$ cat config.mk
export PLATFORM = sky130hd
export DESIGN_NAME = sw_debounce_flat
export DESIGN_NICKNAME = d
export VERILOG_FILES = /design/src/rtl/sw_debounce_if.sv /design/src/rtl/sw_debounce.sv /design/src/flat_wrapper.sv
export SDC_FILE = /design/constraint.sdc
export NUM_CORES = 1
export LEC_CHECK = 0
export ABC_CLOCK_PERIOD_IN_PS = 5700
export CAP_MARGIN = 5
export CELL_PAD_IN_SITES_DETAIL_PLACEMENT = 1
export CELL_PAD_IN_SITES_GLOBAL_PLACEMENT = 1
export CORE_MARGIN = 2
export CORE_UTILIZATION = 30
export DETAILED_ROUTE_END_ITERATION = 6
export PLACE_DENSITY = 0.59
export RECOVER_POWER = 100
export SETUP_SLACK_MARGIN = 0.15
export SLEW_MARGIN = 20
export SYNTH_ARGS = -nofsm -noshare
export SYNTH_HDL_FRONTEND = slang
export SYNTH_SLANG_ARGS = --single-unit
$ cat constraint.sdc
create_clock -name clk -period 5.7 [get_ports clk]
set_input_delay 0.57 -clock clk [delete_from_list [all_inputs] [get_ports clk]]
set_output_delay 0.57 -clock clk [all_outputs]
set_load 0.02 [all_outputs]
$ cat src/rtl/sw_debounce_if.sv
// Switch debouncer bus: raw switch vector and freeze control in,
// committed vector, change pulse, busy flag and commit counter out.
//
// Handshake: there is no valid/ready pair on this bus. sw and hold are
// level inputs sampled on every rising clk edge. chg is a one-cycle
// strobe marking the cycle in which a takes a new value.
interface sw_debounce_if;
    logic [7:0] sw;
    logic       hold;
    logic [7:0] a;
    logic       chg;
    logic       busy;
    logic [7:0] evt_cnt;

    modport master (
        output sw,
        output hold,
        input  a,
        input  chg,
        input  busy,
        input  evt_cnt
    );

    modport slave (
        input  sw,
        input  hold,
        output a,
        output chg,
        output busy,
        output evt_cnt
    );
endinterface

$ cat src/rtl/sw_debounce.sv
// Eight-bit switch debouncer. The raw vector is synchronised through two
// flops, then must stay unchanged for THRESH consecutive samples before
// it is committed to the output. hold freezes the committed vector; a
// commit that matures while hold is high is taken on the first edge
// after hold drops. THRESH must lie in 2..65535 and 2**CNT_W > THRESH.
module sw_debounce #(
    parameter int THRESH = 20000,
    parameter int CNT_W  = 16
) (
    input  logic          clk,
    input  logic          rst_n,
    sw_debounce_if.slave  bus
);

    // Count value at which the candidate has been seen THRESH times.
    localparam logic [CNT_W-1:0] SAT = CNT_W'(THRESH - 1);

    logic [7:0]       s1_q, s2_q;
    logic [7:0]       cand_q, cand_d;
    logic [CNT_W-1:0] cnt_q, cnt_d;
    logic [7:0]       a_q, a_d;
    logic             chg_q, chg_d;
    logic [7:0]       evt_q, evt_d;

    // Two-flop synchroniser; nothing else looks at the raw switch input.
    always_ff @(posedge clk) begin
        if (!rst_n) begin
            s1_q <= '0;
            s2_q <= '0;
        end else begin
            s1_q <= bus.sw;
            s2_q <= s1_q;
        end
    end

    // Candidate tracking, stability counting and commit decision.
    // A change of the synchronised input always restarts the count,
    // even when the counter is saturated on the same edge.
    always_comb begin
        cand_d = cand_q;
        cnt_d  = cnt_q;
        a_d    = a_q;
        chg_d  = 1'b0;
        evt_d  = evt_q;
        if (s2_q != cand_q) begin
            cand_d = s2_q;
            cnt_d  = '0;
        end else if (cnt_q < SAT) begin
            cnt_d = cnt_q + CNT_W'(1);
        end else if ((cand_q != a_q) && !bus.hold) begin
            a_d   = cand_q;
            chg_d = 1'b1;
            evt_d = evt_q + 8'd1;
        end
    end

    // Debounce state registers; reset discards any pending candidate.
    always_ff @(posedge clk) begin
        if (!rst_n) begin
            cand_q <= '0;
            cnt_q  <= '0;
            a_q    <= '0;
            chg_q  <= 1'b0;
            evt_q  <= '0;
        end else begin
            cand_q <= cand_d;
            cnt_q  <= cnt_d;
            a_q    <= a_d;
            chg_q  <= chg_d;
            evt_q  <= evt_d;
        end
    end

    // Busy while a different vector is being qualified.
    always_comb begin
        bus.busy = (cand_q != a_q);
    end

    assign bus.a       = a_q;
    assign bus.chg     = chg_q;
    assign bus.evt_cnt = evt_q;

endmodule
$ cat src/flat_wrapper.sv
// flat-port wrapper written by rule: the top's interface ports become plain ports
module sw_debounce_flat 
#(
    parameter int THRESH = 20000,
    parameter int CNT_W  = 16
)
  (clk, rst_n, bus_sw, bus_hold, bus_a, bus_chg, bus_busy, bus_evt_cnt);
  sw_debounce_if bus_i ();
  input  logic clk;
  input  logic rst_n;
  input wire logic [$bits(bus_i.sw)-1:0] bus_sw;
  input wire logic [$bits(bus_i.hold)-1:0] bus_hold;
  output wire logic [$bits(bus_i.a)-1:0] bus_a;
  output wire logic [$bits(bus_i.chg)-1:0] bus_chg;
  output wire logic [$bits(bus_i.busy)-1:0] bus_busy;
  output wire logic [$bits(bus_i.evt_cnt)-1:0] bus_evt_cnt;
  assign bus_i.sw = bus_sw;
  assign bus_i.hold = bus_hold;
  assign bus_a = bus_i.a;
  assign bus_chg = bus_i.chg;
  assign bus_busy = bus_i.busy;
  assign bus_evt_cnt = bus_i.evt_cnt;
  sw_debounce #(.THRESH(THRESH), .CNT_W(CNT_W)) u_core (.clk(clk), .rst_n(rst_n), .bus(bus_i));
endmodule
=== Yosys cells after proc, flatten, opt, wreduce, memory -nomap -nowiden ===
Cells that the tools add are included.

* Register bits: 57
* Output and inout bits: 18
* Word-level logic and storage cells: 21

* Add/sub/neg operators: 2
* Magnitude comparators: 1
* Eq/ne operators: 2
* Muxes and demuxes: 1
* Bitwise logic cells: 3
* Reduce and logical (&&, ||, !) cells: 5

{| class="wikitable"
|+ Operator list
! operator !! count
|-
| adder 16 x 1 -> 16 bit, second input constant || 1
|-
| less-than comparator 16 x 15 -> 1 bit, second input constant || 1
|-
| != test 8 bit || 2
|-
| adder 8 x 1 -> 8 bit, second input constant || 1
|-
| inverter 1 bit || 3
|-
| AND reduction 3 bit || 1
|-
| OR reduction 3 bit || 1
|-
| OR reduction 2 bit || 1
|-
| logical AND 1 bit || 1
|-
| zero test 1 bit || 1
|-
| 2-to-1 mux 1 bit || 1
|}

=== Longest topological paths before layout ===
Gate-level depths: netlist of run 1.

* Depth in word-level cells: 3
* Depth in mapped cells: 7
* Depth with buffers taken out: 6

=== Worst setup path after synthesis of run 1 ===
OpenSTA, ideal clock, no wires.

* Path type: flip-flop to flip-flop
* Start point: register u_core.cnt_q[0]
* End point: register u_core.evt_q[6] (netlist: u_core.bus.evt_cnt[6])
* Library setup time: 0.072 ns
* Arrival: 1.892 ns
* Required time: 5.628 ns
* Setup slack: 3.736 ns
* Stages on the path, launching flop included: 8
* Path buffers: 1
* Period minus slack after synthesis: 1.964 ns
* Path through: dfxtp_1 ha_1 nand4_2 a211oi_2 nor2_2 buf_2 nor4_1 mux2i_1

* Word-level cells in the longest chain between the ends: 3

{| class="wikitable"
|+ RTL lines
! what !! line !! RTL
|-
| start, declared || sw_debounce.sv:20 || <nowiki>logic [CNT_W-1:0] cnt_q, cnt_d;</nowiki>
|-
| start signal, assigned || sw_debounce.sv:67 || <nowiki>cnt_q <= cnt_d;</nowiki>
|-
| less-than comparator 16 x 15 -> 1 bit || sw_debounce.sv:48 || <nowiki>end else if (cnt_q < SAT) begin</nowiki>
|-
| inverter 1 bit (no source line) || - ||
|-
| AND reduction 3 bit (no source line) || - ||
|-
| end signal, assigned || sw_debounce.sv:70 || <nowiki>evt_q <= evt_d;</nowiki>
|-
| end, declared || sw_debounce.sv:23 || <nowiki>logic [7:0] evt_q, evt_d;</nowiki>
|}

No other way between the ends.
A chain may end at the register's enable or synchronous reset.

=== Worst setup path after layout of run 1 ===
* Start point: input port rst_n
* End point: register u_core.cnt_q[1]

* Word-level cells in the longest chain between the ends: 2

{| class="wikitable"
|+ RTL lines
! what !! line !! RTL
|-
| start, declared || flat_wrapper.sv:10 || <nowiki>input logic rst_n;</nowiki>
|-
| inverter 1 bit (no source line) || - ||
|-
| OR reduction 2 bit (no source line) || - ||
|}

No other way between the ends.

==> results.md, run 1 <==
- Fin. max-slew vios: 56
- Top post-synthesis cells by area: dfxtp_1 (49%), and2_1 (6.7%), xnor2_1 (6.4%)
- Setup repair bufs after CTS: 0
- Gate Count Post-Synth: 247
- Worst Path Class, Setup: input port to register
- Worst slack at placement: 3220 ps
- Maximum buffer depth of the clock tree: 2
- Min Hold Slack: 435 ps
- Synth Area in Simple Gates: 27.3%
- Leakage: 1.12 nW
- Worst R2R Path Depth: 6
- CTS Hold Buffers Added: 0
- Max Clk Rate: 289 MHz
- RSZ-0062 raised after global routing: no
- Startpoint Class: input port
- CTS tree: built
- Initial DRC Count: 56
- Yosys warnings: 0
- DR DRC count: 0
- Violated checks: max-capacitance violations, max-slew violations
- Critical Path RT: 5940 ps
- Port Buf Inserts: 28
- Transition time of the tightest slew-check pin: 1950 ps
- Net Sw Frac: 21.7%
- Routed vias/inst: 4.64
- Routed len/inst: 12.5 um
- Area share of fa/ha/maj cells after synthesis: 1.07%
- Crit path max fanout: 55
- HPWL after DPL: 3350 um
- Worst path arrival time: 3700 ps
- Tot Pwr: 0.871 mW
- Reg area: 1140 um2
- Cts repair resizes: 0
- Syn Std Cell Area: 2340 um2
- # rows: 32
- CTS buffer count: 9
- Die area: 8530 um2
- Syn Area/Cell: 9.48 um2
- Compound-Gate Fraction of Synth Area: 5.24%
- Post-synthesis mux area share: 5.56%
- Cell count of the worst hold path: 1
- Share of the synthesized area in the top cell type: 48.7%
- Drt first pass iters: 4
- Share of cells above drive strength 1: 8.51%
- Comb power frac: 4.4%
- Syn nets: 260
- Register bit total from synthesis: 57
- Min-Delay Path Class: register to register
- NetSw: 0.189 mW
- Final Wtd Congestion: 0.726
- Register area share after synthesis: 48.7%
- Status: complete, but fails checks
- Setup WS post-layout: 2240 ps
- Overflow after GRT: 0
- Total number of vias: 1780
- Core area: 7650 um2
- Maximum VDD drop: 0.000135 V
- Int Power: 0.682 mW
- Clk sinks: 57
- CTS clock-pin slew for the worst setup and hold paths: 70 ps
- Final Skew: 7.73 ps
- Fin. Hold Viols: 0
- Multi-input combinational cell area: 1140 um2
- Total GRT Usage: 12.6%
- Initial antenna violation count: 0
- Library cells used by synthesis: 37
- Setup violators final: 0
- Root buf cell: clkbuf_8
- Largest net degree at the start of global routing: 56
- Clock power share: 48.5%
- Die Y-Extent: 92.3 um
- Rel. slew slack: -29.9%
- Final ANT Viol Nets: 0
- Clock latency on the worst-skew pair: 340 ps
- Fillers: 868
- First-pass GRT wire length: 8290 um
- Minimum clock period: 3460 ps
- Critical path capture point type: register
- Leading area contributor after synthesis: dfxtp_1
- Design area: 2940 um2
- Main combinational cell family by area after synthesis: simple AND/OR/NAND/NOR gates
- Area Growth Syn to Fin: 25.5%
- Placed Area: 2710 um2
- Starting Density: 30.6%
- Post-Synth XOR/XNOR Area: 9.73%
- Die span in x: 92.3 um
- Vias in the first global route: 1750
- Pwr Density: 296 nW/um2
- Max-Cap Viols: 1
- Io pins: 29
- Final wirelength: 4790 um
- Number of diodes: 0
- Share of power burned in registers: 47.1%
- Nets@finish: 290
- Period utilization: 60.8%
- Htree depth: 3
- Setup_tns: 0 ps
[per-layer routing]
| metal | track usage (%) | wire (um) |
|---|---|---|
| met5 | 0 | 0 |
| met3 | 4.72 | 173 |
| met4 | 6.72 | 116 |
| met2 | 19.2 | 2240 |
| met1 | 15.5 | 2260 |
[flip-flops by register name, indices dropped and copies added, names as in the netlist]
signal,flops
u_core.cnt_q,16
u_core.bus.a,8
u_core.bus.evt_cnt,8
u_core.cand_q,8
u_core.s1_q,8
u_core.s2_q,8
u_core.bus.chg,1
[cells in the mapped netlist, drive strengths merged]
| library cell | number |
|---|---|
| o211ai | 1 |
| nand3 | 7 |
| and3 | 2 |
| inv | 3 |
| ha | 2 |
| o31ai | 1 |
| nor2 | 16 |
| a41oi | 1 |
| a211oi | 1 |
| or3 | 7 |
| or2 | 1 |
| nand2 | 29 |
| xor2 | 9 |
| nor3 | 6 |
| and4 | 1 |
| a21oi | 7 |
| o21ai | 5 |
| o41ai | 1 |
| clkbuf | 8 |
| o2111ai | 1 |
| nand2b | 5 |
| nor4 | 9 |
| nor4b | 1 |
| o311ai | 1 |
| or4 | 1 |
| dfxtp | 57 |
| mux2i | 13 |
| buf | 2 |
| and2 | 25 |
| xnor2 | 17 |
| nand4 | 6 |
| nor3b | 1 |
[critical path, stage by stage]
cell,delay (ps)
dlygate4sd3_1,530
clkbuf_1,1390
nand2_1,870
a21oi_1,330
[stage by stage]
step                utilization (%)  cells
floorplan                         -    247
global placement               35.5    368
detailed placement             35.5    368
CTS                            38.5    384
global route                   38.4    384
finish                         38.4    384
[power by group through the flow]
stage | Combinational, mW | Sequential (mW) | Clock [mW]
after global routing | 0.0434 | 0.411 | 0.458
after CTS | 0.0401 | 0.410 | 0.439
after detailed placement | 0.0400 | 0.419 | 0
after global placement | 0.0394 | 0.419 | 0
after floorplan | 0.0253 | 0.418 | 0
final | 0.0380 | 0.410 | 0.423
[cells by family (layout without fill, tap and decap cells)]
logic type | count (synthesis) | count (layout)
compound gates | 19 | 19
xor+xnor | 26 | 26
fa+ha+maj | 2 | 2
buf+inv | 13 | 48
flops | 57 | 57
mux | 13 | 13
simple gates | 117 | 117
[placed cells by master (no fill, tap or decap), drive strengths merged]
cell type / synthesis / final
o21ai: 5 / 5
nand4: 6 / 6
or2: 1 / 1
bufinv: 0 / 2
clkbuf: 8 / 11
o2111ai: 1 / 1
nand2b: 5 / 5
and2: 25 / 25
dlygate4sd3: 0 / 19
inv: 3 / 3
o211ai: 1 / 1
nand3: 7 / 7
a41oi: 1 / 1
xnor2: 17 / 17
nor2: 16 / 16
mux2i: 13 / 13
nor4: 9 / 9
o31ai: 1 / 1
o311ai: 1 / 1
nor4b: 1 / 1
or4: 1 / 1
ha: 2 / 2
o41ai: 1 / 1
nor3: 6 / 6
a21oi: 7 / 7
a211oi: 1 / 1
nand2: 29 / 29
nor3b: 1 / 1
clkinv: 0 / 1
or3: 7 / 7
clkinvlp: 0 / 3
and4: 1 / 1
dfxtp: 57 / 57
clkdlybuf4s50: 0 / 9
and3: 2 / 2
xor2: 9 / 9
[area by class of cell]
type                    count  share of cell area [%]
flip-flops and latches     57                    38.8
clock inverters             6                    3.11
inverters                   3                   0.383
clock buffers              10                    4.68
repair buffers             29                    9.67
well taps                 102                    4.34
multi-input cells         177                    39.0
[worst paths after layout]
check	start	to	slack, ps
setup / recovery	rst_n	u_core.cnt_q[1]$_SDFFE_PP0P_	2240
hold / removal	u_core.s1_q[5]$_SDFF_PN0_	u_core.s2_q[5]$_SDFF_PN0_	440
setup reg to reg	u_core.cnt_q[0]$_SDFFE_PP0P_	u_core.bus.a[3]$_SDFFE_PN0P_	3240
hold reg to reg	u_core.s1_q[5]$_SDFF_PN0_	u_core.s2_q[5]$_SDFF_PN0_	440
No activity file was read; power rests on OpenSTA's default activity.
==> inputs of run 2 (changes only) <==
- ABC_CLOCK_PERIOD_IN_PS: 5700 -> 3250
- clock period: 5.7 -> 3.25 ns (I/O delays scaled with it)
==> run 2 against run 1 <==
Compared with the run above: the run still ends with max-capacitance violations, max-slew violations left; routed wire length shrank 0.84%; critical path depth up 2; core utilization fell by 1.1 points; power up 56%; clock skew about the same; sequential power rose by 75%; combinational power up 73%; hold slack got worse by 2.7 ps; sequential share of layout area increased by 1.1 points; highest routed layer unchanged.
==> results.md, run 2 (synthesized netlist as in run 1, its figures left out) <==
- Status: complete, but fails checks
- Violated checks: max-capacitance violations, max-slew violations
- Maximum buffer depth of the clock tree: 2
- Design area: 2860 um2
- Final ANT Viol Nets: 0
- Max Clk Rate: 389 MHz
- Routed len/inst: 12.4 um
- Routed vias/inst: 4.60
- Hold Crit Start: u_core.s1_q[1]$_SDFF_PN0_
- Number of diodes: 0
- Port Buf Inserts: 28
- RSZ-0062 raised after global routing: no
- Startpoint Class: register
- Final Skew: 7.51 ps
- Worst R2R Path Depth: 6
- WP depth: 6
- Number of flip-flops in the largest register: 16
- Clk sinks: 57
- Net Sw Frac: 22.6%
- Die span in x: 92.3 um
- DR DRC count: 0
- Total GRT Usage: 12.5%
- Final Wtd Congestion: 0.717
- Largest stage delay, worst path: 650 ps
- Cts repair resizes: 0
- Fin util: 37.4%
- Initial antenna violation count: 0
- Rel. slew slack: -4.88%
- Nets@finish: 290
- Leakage: 1.09 nW
- Critical Path RT: 3450 ps
- Io pins: 29
- Clock latency on the worst-skew pair: 330 ps
- First-pass GRT wire length: 8180 um
- Area Growth Syn to Fin: 22.0%
- Min-Delay Path Class: register to register
- Flop2flop setup slack: 680 ps
- Fin. max-slew vios: 45
- Core area: 7650 um2
- Starting Density: 30.6%
- Htree depth: 3
- Minimum clock period: 2570 ps
- Setup violators final: 0
- Worst slack at placement: 822 ps
- Comb power frac: 4.8%
- Initial DRC Count: 50
- Crit path cell chain: ha_1, nand4_1, a211oi_2, nor2_1, or3_1, mux2i_1
- Int Power: 1.05 mW
- Hold path endpoint: u_core.s2_q[1]$_SDFF_PN0_
- Most common cell after layout, fill and taps aside: dfxtp_1
- CTS tree: built
- Setup repair bufs after CTS: 0
- Largest register by flop count: u_core.cnt_q
- CP max-delay cell: or3_1
- Overflow after GRT: 0
- Worst path bufs/invs: 0
- Commonest cells after routing, fill and taps aside: dfxtp_1 (57), nand2_1 (29), dlygate4sd3_1 (19)
- R2r endpoint: u_core.bus.a[6]$_SDFFE_PN0P_
- HPWL after DPL: 3310 um
- NetSw: 0.306 mW
- Total number of vias: 1759
- Setup_tns: 0 ps
- Critical path's top delay family: simple AND/OR/NAND/NOR gates
- CTS clock-pin slew for the worst setup and hold paths: 60 ps
- CTS buffer count: 9
- # rows: 32
- Max-Cap Viols: 1
- Period utilization: 79.0%
- Drt first pass iters: 4
- Maximum VDD drop: 0.000218 V
- Die area: 8530 um2
- Worst Path Class, Setup: register to register
- Crit path max fanout: 14
- Share of cells above drive strength 1: 6.43%
- Fillers: 880
- Share of power burned in registers: 53.1%
- Vias in the first global route: 1752
- Clock power share: 42.0%
- Final wirelength: 4750 um
- Setup WS post-layout: 681 ps
- Largest net degree at the start of global routing: 45
- Reg-to-reg startpoint: u_core.cnt_q[0]$_SDFFE_PP0P_
- Transition time of the tightest slew-check pin: 1570 ps
- Fin. Hold Viols: 0
- Worst path arrival time: 2770 ps
- Placed Area: 2710 um2
- Cell count of the worst hold path: 1
- Critical path capture point type: register
- Root buf cell: clkbuf_8
- Pwr Density: 474 nW/um2
- CTS Hold Buffers Added: 0
- Die Y-Extent: 92.3 um
- Min Hold Slack: 433 ps
## run 2: worst max path at each step
stage | endpoint | from | slack, ps
3_3_place_gp | u_core.bus.a[0]$_SDFFE_PN0P_ | u_core.cnt_q[0]$_SDFFE_PP0P_ | 860
6_report | u_core.bus.a[6]$_SDFFE_PN0P_ | u_core.cnt_q[0]$_SDFFE_PP0P_ | 680
5_1_grt | u_core.bus.evt_cnt[2]$_SDFFE_PN0P_ | rst_n | 370
2_1_floorplan | u_core.bus.evt_cnt[6]$_SDFFE_PN0P_ | u_core.cnt_q[0]$_SDFFE_PP0P_ | 1290
4_1_cts | u_core.bus.a[6]$_SDFFE_PN0P_ | u_core.cnt_q[0]$_SDFFE_PP0P_ | 800
3_5_place_dp | u_core.bus.a[3]$_SDFFE_PN0P_ | u_core.cnt_q[0]$_SDFFE_PP0P_ | 820
## run 2: metrics by stage
step	cells	power (mW)
6_report	382	1.35
2_1_floorplan	247	0.778
3_3_place_gp	368	0.804
5_1_grt	382	1.42
4_1_cts	382	1.39
3_5_place_dp	368	0.805
## run 2: final cells by class
| type | count | area [um2] | share of cell area, % |
|---|---|---|---|
| clock inverters | 3 | 17.5 | 0.613 |
| inverters | 3 | 11.3 | 0.394 |
| repair buffers | 29 | 284 | 9.94 |
| clock buffers | 11 | 151 | 5.30 |
| well taps | 102 | 128 | 4.47 |
| multi-input cells | 177 | 1120 | 39.3 |
| flip-flops and latches | 57 | 1140 | 39.9 |
## run 2: power by group through the flow
stage,registers [mW],clock network [mW],logic [mW]
after global placement,0.734,0,0.0694
after detailed placement,0.735,0,0.0702
after global routing,0.721,0.629,0.0748
after floorplan,0.733,0,0.0443
after CTS,0.719,0.596,0.0709
final,0.719,0.570,0.0657
## run 2: routing by layer
layer  track usage, %  wire, um  vias up
met5                0         0        -
met3             4.39       163        6
met2             19.7      2280       25
met4             6.34        97        0
li1                 -         -      899
met1             15.0      2210      829
## run 2: worst reg2reg max path: stages (launching register included)
cell and delay (ps):
dfxtp_1 390, ha_1 190, nand4_1 230, a211oi_2 460
nor2_1 310, or3_1 660, mux2i_1 200
